===== config.mk =====
export PLATFORM = sky130hd
export DESIGN_NAME = cordic_share_ctrl
export DESIGN_NICKNAME = d
export VERILOG_FILES = /design/src/rtl/cordic_pkg.sv /design/src/rtl/cordic_share_ctrl_rr_arbiter.sv /design/src/rtl/cordic_share_ctrl.sv
export SDC_FILE = /design/constraint.sdc
export NUM_CORES = 1
export LEC_CHECK = 0
export ABC_AREA = 1
export CORE_AREA = 5 5 92 94
export CTS_CLUSTER_DIAMETER = 200
export DETAILED_ROUTE_END_ITERATION = 8
export DIE_AREA = 0 0 97 99
export GPL_ROUTABILITY_DRIVEN = 1
export PLACE_DENSITY = 0.7
export REMOVE_ABC_BUFFERS = 1
export SYNTH_ARGS = -nofsm -noshare
export SYNTH_HDL_FRONTEND = slang
export SYNTH_SLANG_ARGS = --single-unit
export TNS_END_PERCENT = 5

===== constraint.sdc =====
create_clock -name clk -period 3.1 [get_ports clk]
set_input_delay 0.62 -clock clk [delete_from_list [all_inputs] [get_ports clk]]
set_output_delay 0.62 -clock clk [all_outputs]
set_load 0.05 [all_outputs]

===== src/rtl/cordic_pkg.sv =====
// Shared types and constants for the CORDIC sharing controller.
package cordic_pkg;

  localparam int ANGLE_W  = 8;
  localparam int TRIG_W   = 8;
  localparam int TAG_ID_W = 3;  // wide enough for up to 8 requesters

  localparam logic signed [ANGLE_W-1:0] ANGLE_MAX = 8'sd100;
  localparam logic signed [ANGLE_W-1:0] ANGLE_MIN = -8'sd100;

  // Tag carried alongside the core pipeline for each issued angle
  typedef struct packed {
    logic                valid;
    logic [TAG_ID_W-1:0] id;
    logic                sat;
  } tag_t;

  typedef struct packed {
    logic                      sat;
    logic signed [ANGLE_W-1:0] angle;
  } clamp_t;

  // Limit an angle to roughly +/-pi/2 in Q2.6, flagging when it had to be clamped
  function automatic clamp_t clamp_angle(input logic signed [ANGLE_W-1:0] a);
    clamp_t r;
    if (a > ANGLE_MAX) begin
      r.sat   = 1'b1;
      r.angle = ANGLE_MAX;
    end else if (a < ANGLE_MIN) begin
      r.sat   = 1'b1;
      r.angle = ANGLE_MIN;
    end else begin
      r.sat   = 1'b0;
      r.angle = a;
    end
    return r;
  endfunction

endpackage


===== src/rtl/cordic_share_ctrl_rr_arbiter.sv =====
// Round-robin arbiter: one-hot grant, search starts after the last accepted requester.
module rr_arbiter #(
  parameter int NUM_REQ = 4,
  parameter int ID_W    = 2
) (
  input  logic               clk,
  input  logic               rst,
  input  logic [NUM_REQ-1:0] req,
  output logic [NUM_REQ-1:0] grant,
  output logic [ID_W-1:0]    grant_id,
  output logic               accept
);

  logic [ID_W-1:0] ptr;
  logic [ID_W-1:0] idx;
  logic            found;

  // Pick the first requester at or after the pointer, wrapping modulo NUM_REQ
  always_comb begin
    grant    = '0;
    grant_id = '0;
    found    = 1'b0;
    idx      = '0;
    if (!rst) begin
      for (int unsigned k = 0; k < NUM_REQ; k++) begin
        idx = ID_W'((32'(ptr) + k) % NUM_REQ);
        if (!found && req[idx]) begin
          grant[idx] = 1'b1;
          grant_id   = idx;
          found      = 1'b1;
        end
      end
    end
    accept = found;
  end

  // Move priority to the requester after the one just accepted
  always_ff @(posedge clk or posedge rst) begin
    if (rst) begin
      ptr <= '0;
    end else if (accept) begin
      ptr <= (grant_id == ID_W'(NUM_REQ - 1)) ? '0 : grant_id + ID_W'(1);
    end
  end

endmodule


===== src/rtl/cordic_share_ctrl.sv =====
// Shares one fixed-latency CORDIC core among NUM_REQ requesters, tagging results by owner.
module cordic_share_ctrl
  import cordic_pkg::*;
#(
  parameter int NUM_REQ  = 4,
  parameter int PIPE_LAT = 8,
  parameter int ID_W     = 2
) (
  input  logic                 clk,
  input  logic                 rst,
  input  logic [NUM_REQ-1:0]   req_valid,
  input  logic [NUM_REQ*8-1:0] req_angle,
  output logic [NUM_REQ-1:0]   req_ready,
  output logic [7:0]           cor_in,
  input  logic [7:0]           cor_sine,
  input  logic [7:0]           cor_cosine,
  output logic                 rsp_valid,
  output logic [ID_W-1:0]      rsp_id,
  output logic [7:0]           rsp_sine,
  output logic [7:0]           rsp_cosine,
  output logic                 rsp_sat,
  output logic                 busy
);

  logic [NUM_REQ-1:0]        grant;
  logic [ID_W-1:0]           grant_id;
  logic                      accept;
  logic signed [ANGLE_W-1:0] sel_angle;
  clamp_t                    clamped;

  // Stage 0 is loaded on the accept edge; stage PIPE_LAT lines up with the core output.
  tag_t tag_pipe [PIPE_LAT+1];

  rr_arbiter #(
    .NUM_REQ (NUM_REQ),
    .ID_W    (ID_W)
  ) u_arb (
    .clk      (clk),
    .rst      (rst),
    .req      (req_valid),
    .grant    (grant),
    .grant_id (grant_id),
    .accept   (accept)
  );

  assign req_ready = grant;

  // Select the granted requester's angle and clamp it into the core's legal range
  always_comb begin
    sel_angle = '0;
    for (int unsigned i = 0; i < NUM_REQ; i++) begin
      if (grant[i]) sel_angle = req_angle[8*i +: 8];
    end
    clamped = clamp_angle(sel_angle);
  end

  // Drive the core and push a tag for every accepted request
  always_ff @(posedge clk or posedge rst) begin
    if (rst) begin
      cor_in <= '0;
      for (int unsigned k = 0; k <= PIPE_LAT; k++) tag_pipe[k] <= '0;
    end else begin
      if (accept) begin
        cor_in      <= clamped.angle;
        tag_pipe[0] <= '{valid: 1'b1, id: TAG_ID_W'(grant_id), sat: clamped.sat};
      end else begin
        tag_pipe[0] <= '0;
      end
      for (int unsigned k = 1; k <= PIPE_LAT; k++) tag_pipe[k] <= tag_pipe[k-1];
    end
  end

  // Capture the core result when its tag reaches the end of the pipe
  always_ff @(posedge clk or posedge rst) begin
    if (rst) begin
      rsp_valid  <= 1'b0;
      rsp_id     <= '0;
      rsp_sine   <= '0;
      rsp_cosine <= '0;
      rsp_sat    <= 1'b0;
    end else begin
      rsp_valid <= tag_pipe[PIPE_LAT].valid;
      if (tag_pipe[PIPE_LAT].valid) begin
        rsp_id     <= ID_W'(tag_pipe[PIPE_LAT].id);
        rsp_sine   <= cor_sine;
        rsp_cosine <= cor_cosine;
        rsp_sat    <= tag_pipe[PIPE_LAT].sat;
      end
    end
  end

  // Busy while any tag is in flight or a response is being presented
  always_comb begin
    busy = rsp_valid;
    for (int unsigned k = 0; k <= PIPE_LAT; k++) busy = busy | tag_pipe[k].valid;
  end

endmodule


# --- Yosys cells after proc, flatten, opt, wreduce, memory -nomap -nowiden ---
# Cells that the tools add are included.
totals:
  regBits: 66
  in_bits: 54
  out_inout_bits: 33
  word_cells: 116
op_classes:
  add_sub_neg: 4
  n_lt_le_gt_ge: 10
  eq_ne: 1
  mux: 45
  bitwise: 12
  reduce_logical: 10
op_table:
  columns: ["operator", "count"]
  rows:
  - ["two-way mux 4 bit", 8]
  - ["two-way mux 8 bit", 4]
  - ["two-way mux 9 bit", 2]
  - ["two-way mux 1 bit", 16]
  - ["less-than comparator 2 x 3 -> 1 bit (second input constant)", 4]
  - ["two-way mux 2 bit", 6]
  - ["bitwise OR 4 bit", 3]
  - ["bitwise OR 1 bit", 9]
  - ["binary-select mux 1 bit (select 2 bit)", 4]
  - ["demux 1 bit (select 2 bit)", 4]
  - [">= comparator 2 x 1 -> 1 bit (second input constant)", 4]
  - ["> comparator 8 bit (second input constant)", 1]
  - ["less-than comparator 8 bit (second input constant)", 1]
  - ["logical AND 1 bit", 7]
  - ["two-way mux 5 bit", 1]
  - ["adder 2 x 1 -> 2 bit (second input constant)", 2]
  - ["adder 2 bit (second input constant)", 2]
  - ["zero test 1 bit", 3]
  - ["== test 2 bit (second input constant)", 1]

# --- Logic depth before layout (Yosys ltp) ---
depth:
  depth_word: 24
  mapped_depth: 24
  mapped_depth_nobuf: 23

# --- Modules after synthesis ---
# From an unflattened synthesis, not the netlist that was laid out.
unflattened:
  hier_cells: 359
  hier_area_um2: 3143.0
modules_own_cells:
  columns: ["module", "n_inst", "cells_each", "area_per_inst_um2", "seq_area_each_um2"]
  rows:
  - ["cordic_share_ctrl", 1, 252, 2456.1, 1601.5]
  - ["rr_arbiter", 1, 107, 686.9, 50.0]

# --- Worst setup path after synthesis ---
# No wires, ideal clock.
synth_timing:
  kind: "reg2reg"
  start: "register u_arb.ptr[0]"
  end: "register cor_in[3]"
  setup_time_ps: 118
  arrival_time_ps: 3120
  required_ps: 2982
  slack_ps: -138
  stages_incl_launch_ff: 22
  n_path_buf: 1
  period_less_slack_ps: 3238
  path_cell_list: "dfrtp_1 > inv_2 > ha_1 > inv_1 > nand3_1 > nand2_1 > nor2_2 > a22oi_1 > nand3_2 > nand2_4 > buf_8 > inv_2 > nand2_1 > nand2_1 > nand3_1 > o21ai_0 > nand3_1 > ha_1 > inv_1 > a21oi_1 > nand2_1 > nand2_1"
synth_between:
  elab_cells_between_ends: 64
  classes_between: "add/sub: 3; order compare: 10; mux: 38; bitwise: 3; reduce/logical: 10"
synth_rtl:
  columns: ["item", "line", "rtl"]
  rows:
  - ["start, declared", "cordic_share_ctrl_rr_arbiter.sv:14", "logic [ID_W-1:0] ptr;"]
  - ["start signal, assigned", "cordic_share_ctrl_rr_arbiter.sv:42", "ptr <= (grant_id == ID_W'(NUM_REQ - 1)) ? '0 : grant_id + ID_W'(1);"]
  - ["parallel branches: the longest is 14 deep, another holds less-than comparator 2 x 3 -> 1 bit", null, null]
  - ["two-way mux 4 bit *", "cordic_share_ctrl_rr_arbiter.sv:27", "if (!found && req[idx]) begin"]
  - ["two-way mux 4 bit *", "cordic_share_ctrl_rr_arbiter.sv:24", "if (!rst) begin"]
  - ["via req_ready[3]", "cordic_share_ctrl.sv:13", "output logic [NUM_REQ-1:0] req_ready,"]
  - ["two-way mux 8 bit *", "cordic_share_ctrl.sv:52", "if (grant[i]) sel_angle = req_angle[8*i +: 8];"]
  - ["less-than comparator 8 bit", "cordic_pkg.sv:29", "end else if (a < ANGLE_MIN) begin"]
  - ["two-way mux 9 bit", "cordic_pkg.sv:29", null]
  - ["two-way mux 9 bit *", "cordic_pkg.sv:26", "if (a > ANGLE_MAX) begin"]
  - ["end signal, assigned", "cordic_share_ctrl.sv:64", "cor_in <= clamped.angle;"]
  - ["end, declared", "cordic_share_ctrl.sv:14", "output logic [7:0] cor_in,"]
# Mark *: on every way through the listed nets, which the timed path passes. The select of a mux whose other input is x is not followed.
# A chain may end at the register's enable or synchronous reset.

# --- Worst setup path in the final report ---
layout_timing:
  start: "register u_arb.ptr[1]"
  end: "output port req_ready[3]"
layout_between:
  elab_chain_len: 16
  elab_cells_between_ends: 54
  classes_between: "add/sub: 3; order compare: 8; mux: 30; bitwise: 3; reduce/logical: 10"
layout_lines:
  columns: ["item", "line"]
  rows:
  - ["parallel branches: the longest is 14 deep, another holds less-than comparator 2 x 3 -> 1 bit", null]
  - ["two-way mux 4 bit *", "cordic_share_ctrl_rr_arbiter.sv:27"]
  - ["two-way mux 4 bit *", "cordic_share_ctrl_rr_arbiter.sv:24"]
  - ["end, declared", "cordic_share_ctrl.sv:13"]
# Mark *: on every way between the ends. The select of a mux whose other input is x is not followed.

==> out/results.ini <==
[global_routing]
grt_pass1_vias = 2782
grt_max_degree = 68
overflow = 0
gr-usage-all-layers = 0.155
grt_pass1_wl_microns = 12400
antenna_found_initial = 0

[power_and_ir_drop]
ir_drop_mv = 0.641
p_leak_nw = 2.48
powerDensity_nw_per_um2 = 1300

[worst_setup_path]
crit_type = flip-flop to output pin
cpMaxStageDelayCell = dfrtp_1
timing.rr.end = cor_in[4]
worst_r2r_path_depth = 23
timing.rr.start = u_arb.ptr[1]
crit_path_max_incr_delay_ns = 0.37
reg2reg_slack_ns = 0.17
critPathTopFamily = simple AND/OR/NAND/NOR gates
end_kind = output pin
crit_chain = inv_1 > ha_4 > inv_2 > nand2_1 > nand2_2 > nor2_8 > buf_12 > nand2_4 > nor2_4 > nand2_2 > nand3_4 > nand2_4 > inv_2 > buf_4 > buf_12
critPathArrivalTime_ns = 2.32
cp_num_buf_inv = 6
cp_max_fo = 6
worst_setup_path_start_kind = flip-flop
cp.required_ns = 2.48

[sta]
holdWs_ns = 0.348
layout_min_cycle_time_ns = 2.94
hold_viol = 0
tightest_slew_ns = 0.792
setup_viol_count_final = 0
finClkSkew_ns = 0.00684
setup_tns_ns = 0
post-route-period-util = 0.949
timing.fmax_mhz = 340
relSlewSlack = 0.472
maxSlewViolCount = 0

[clock_network]
cts_sinks = 66
clkTransAtPathRegs_ns = 0.06
root_buffer = clkbuf_8
holdBufCountCts = 0
htreeDepth = 3
cts_max_path_buffers = 2
cts_tree = yes
clock_latency_ns = 0.32
cts_made_buffers = 9

[synthesis]
async_reset_ff_frac = 1.00
synth_top_area_cell = dfrtp_1
synthCells = 353
yosysMostFrequentCell = nand2_1
synthDistinctLibCells = 35
synth_area_leaders = dfrtp_1, nand2_1, nand3_1, ha_1, nand2_2
ys_seq_area_frac = 0.527
ys_top_cells_by_count = nand2_1, dfrtp_1, inv_1
ys_ff_latch = 66
syn_area_sq_um = 3130
synth_ff_type = dfrtp_1
synth-edff-count = 0
yosys_warnings = 0
synth_top_area_share = 0.527
avgSynthCellArea_sq_um = 8.88

[cells_and_area]
fill_cells = 603
fin_area_sq_um = 4860
drive_gt1_frac = 0.275
num-nets-final = 550
regArea_sq_um = 1650
synthToLayoutAreaGrowth_pct = 55.0
diodes = 0
multiInputGateArea_sq_um = 1460
post-route-util = 0.642

[min_path]
hold_class = flip-flop to flip-flop
holdPathEnd = tag_pipe[12]
holdPathStages = 0
hold_start = tag_pipe[17]

[floorplan]
dieWidth_microns = 97
die_area_sq_um = 9600
fp.dieH_microns = 99
ios = 87
num_rows = 32
fp.coreArea_sq_um = 7570
initial_utilization = 0.414

[detailed_routing]
drtIter0Drc = 98
wl_per_cell_microns = 12.8
drcViolationCount = 0
vias_per_cell = 4.63
ant_nets = 0
num_vias = 2748
drtPass1Iterations = 6
wirelength_microns = 7570

[place]
io_buffers = 86
dpl_cell_area_sq_um = 4360
hpwl_microns = 5510
gp_congestion = 0.872

[outcome]
outcome = finished, final reports clean

[job]
maxCapViolCount = 0

state kept, by name, indices dropped and copies added, names as in the netlist:
register	cells
rsp_id	2
rsp_sine	8
rsp_cosine	8
rsp_sat	1
tag_pipe	36
u_arb.ptr	2
cor_in	8
rsp_valid	1
layout make-up:
type / count / share of cell area
multi-input combinational: 245 / 0.301
timing repair buffer: 129 / 0.259
inverter: 36 / 0.0291
clock buffer: 13 / 0.0327
sequential: 66 / 0.340
tap: 102 / 0.0263
clock inverter: 2 / 0.0124
power breakdown:
group / switching, W / total [W] / internal [W]
registers: 0.000151 / 0.00136 / 0.00121
clock network: 0.000279 / 0.000773 / 0.000493
logic: 0.00248 / 0.00418 / 0.00169
kinds of logic after synthesis:
logic type,count (synthesis),synth area share
buffers and inverters,43,0.0587
AOI/OAI and AO/OA,24,0.0519
and+or+nand+nor,211,0.326
adders and majority gates,9,0.0359
DFF,66,0.527
worst max path at each step:
stage	startpoint	endpoint	slack, ns	cells after the start
floorplan	rst	cor_in[3]	-1.26	15
global placement	req_valid[3]	cor_in[3]	-0.23	24
detailed placement	req_valid[1]	cor_in[4]	-0.32	22
CTS	req_valid[1]	cor_in[4]	0.008	22
global route	u_arb.ptr[0]	cor_in[4]	-0.07	22
finish	u_arb.ptr[1]	req_ready[3]	0.16	15
layer usage:
metal | wire length (microns) | global-route usage | share of wire
met1 | 3290 | 0.181 | 0.44
met2 | 3580 | 0.264 | 0.47
met3 | 585 | 0.0587 | 0.077
met4 | 111 | 0.0540 | 0.015
met5 | 0 | 0 | 0
cell usage in the layout, fill, tap and decap left out, types with 4 or more instances in the layout:
cell type and count:
buf_12 5, nand3_4 4, nand3_2 9, clkdlybuf4s50_1 78
nand2_4 7, nand2_2 19, buf_4 39, nand3_1 18
dlymetal6s2s_1 4, nor2_1 12, inv_1 23, nor2_2 5
a21oi_2 5, dfrtp_1 66, ha_1 7, inv_2 9
clkbuf_8 11, nand2_1 122
worst reg2reg max path: stages (launching register included):
cell and delay [ns]:
dfrtp_1 0.37, inv_1 0.09, ha_4 0.30, inv_2 0.05, nand2_1 0.07, nand2_2 0.09, nor2_8 0.19, buf_12 0.13
nand2_4 0.04, nor2_4 0.11, nand2_2 0.07, nand3_4 0.09, nand2_4 0.09, inv_2 0.08, nand2_1 0.07, nand2_2 0.07
nand3_1 0.07, o21ai_1 0.13, nand3_1 0.14, ha_4 0.29, inv_2 0.06, a21oi_2 0.14, nand2_1 0.08, nand2_1 0.06
stage by stage:
step | total power (W) | setup WS [ns] | instances
2_1_floorplan | 0.00368 | -1.26 | 346
3_3_place_gp | 0.00498 | -0.228 | 567
3_5_place_dp | 0.00503 | -0.321 | 567
4_1_cts | 0.00583 | 0.00814 | 583
5_1_grt | 0.00678 | -0.0720 | 593
6_report | 0.00630 | 0.159 | 593
timing repair:
| item | CTS | global route |
|---|---|---|
| setup buffers | 1 | 9 |
| gates resized for setup | 0 | 43 |
| gates cloned | 0 | 1 |
| endpoints found under the setup margin | 1 | 12 |
| pin swaps | 1 | 22 |
Power figures use the tool's default switching activity.
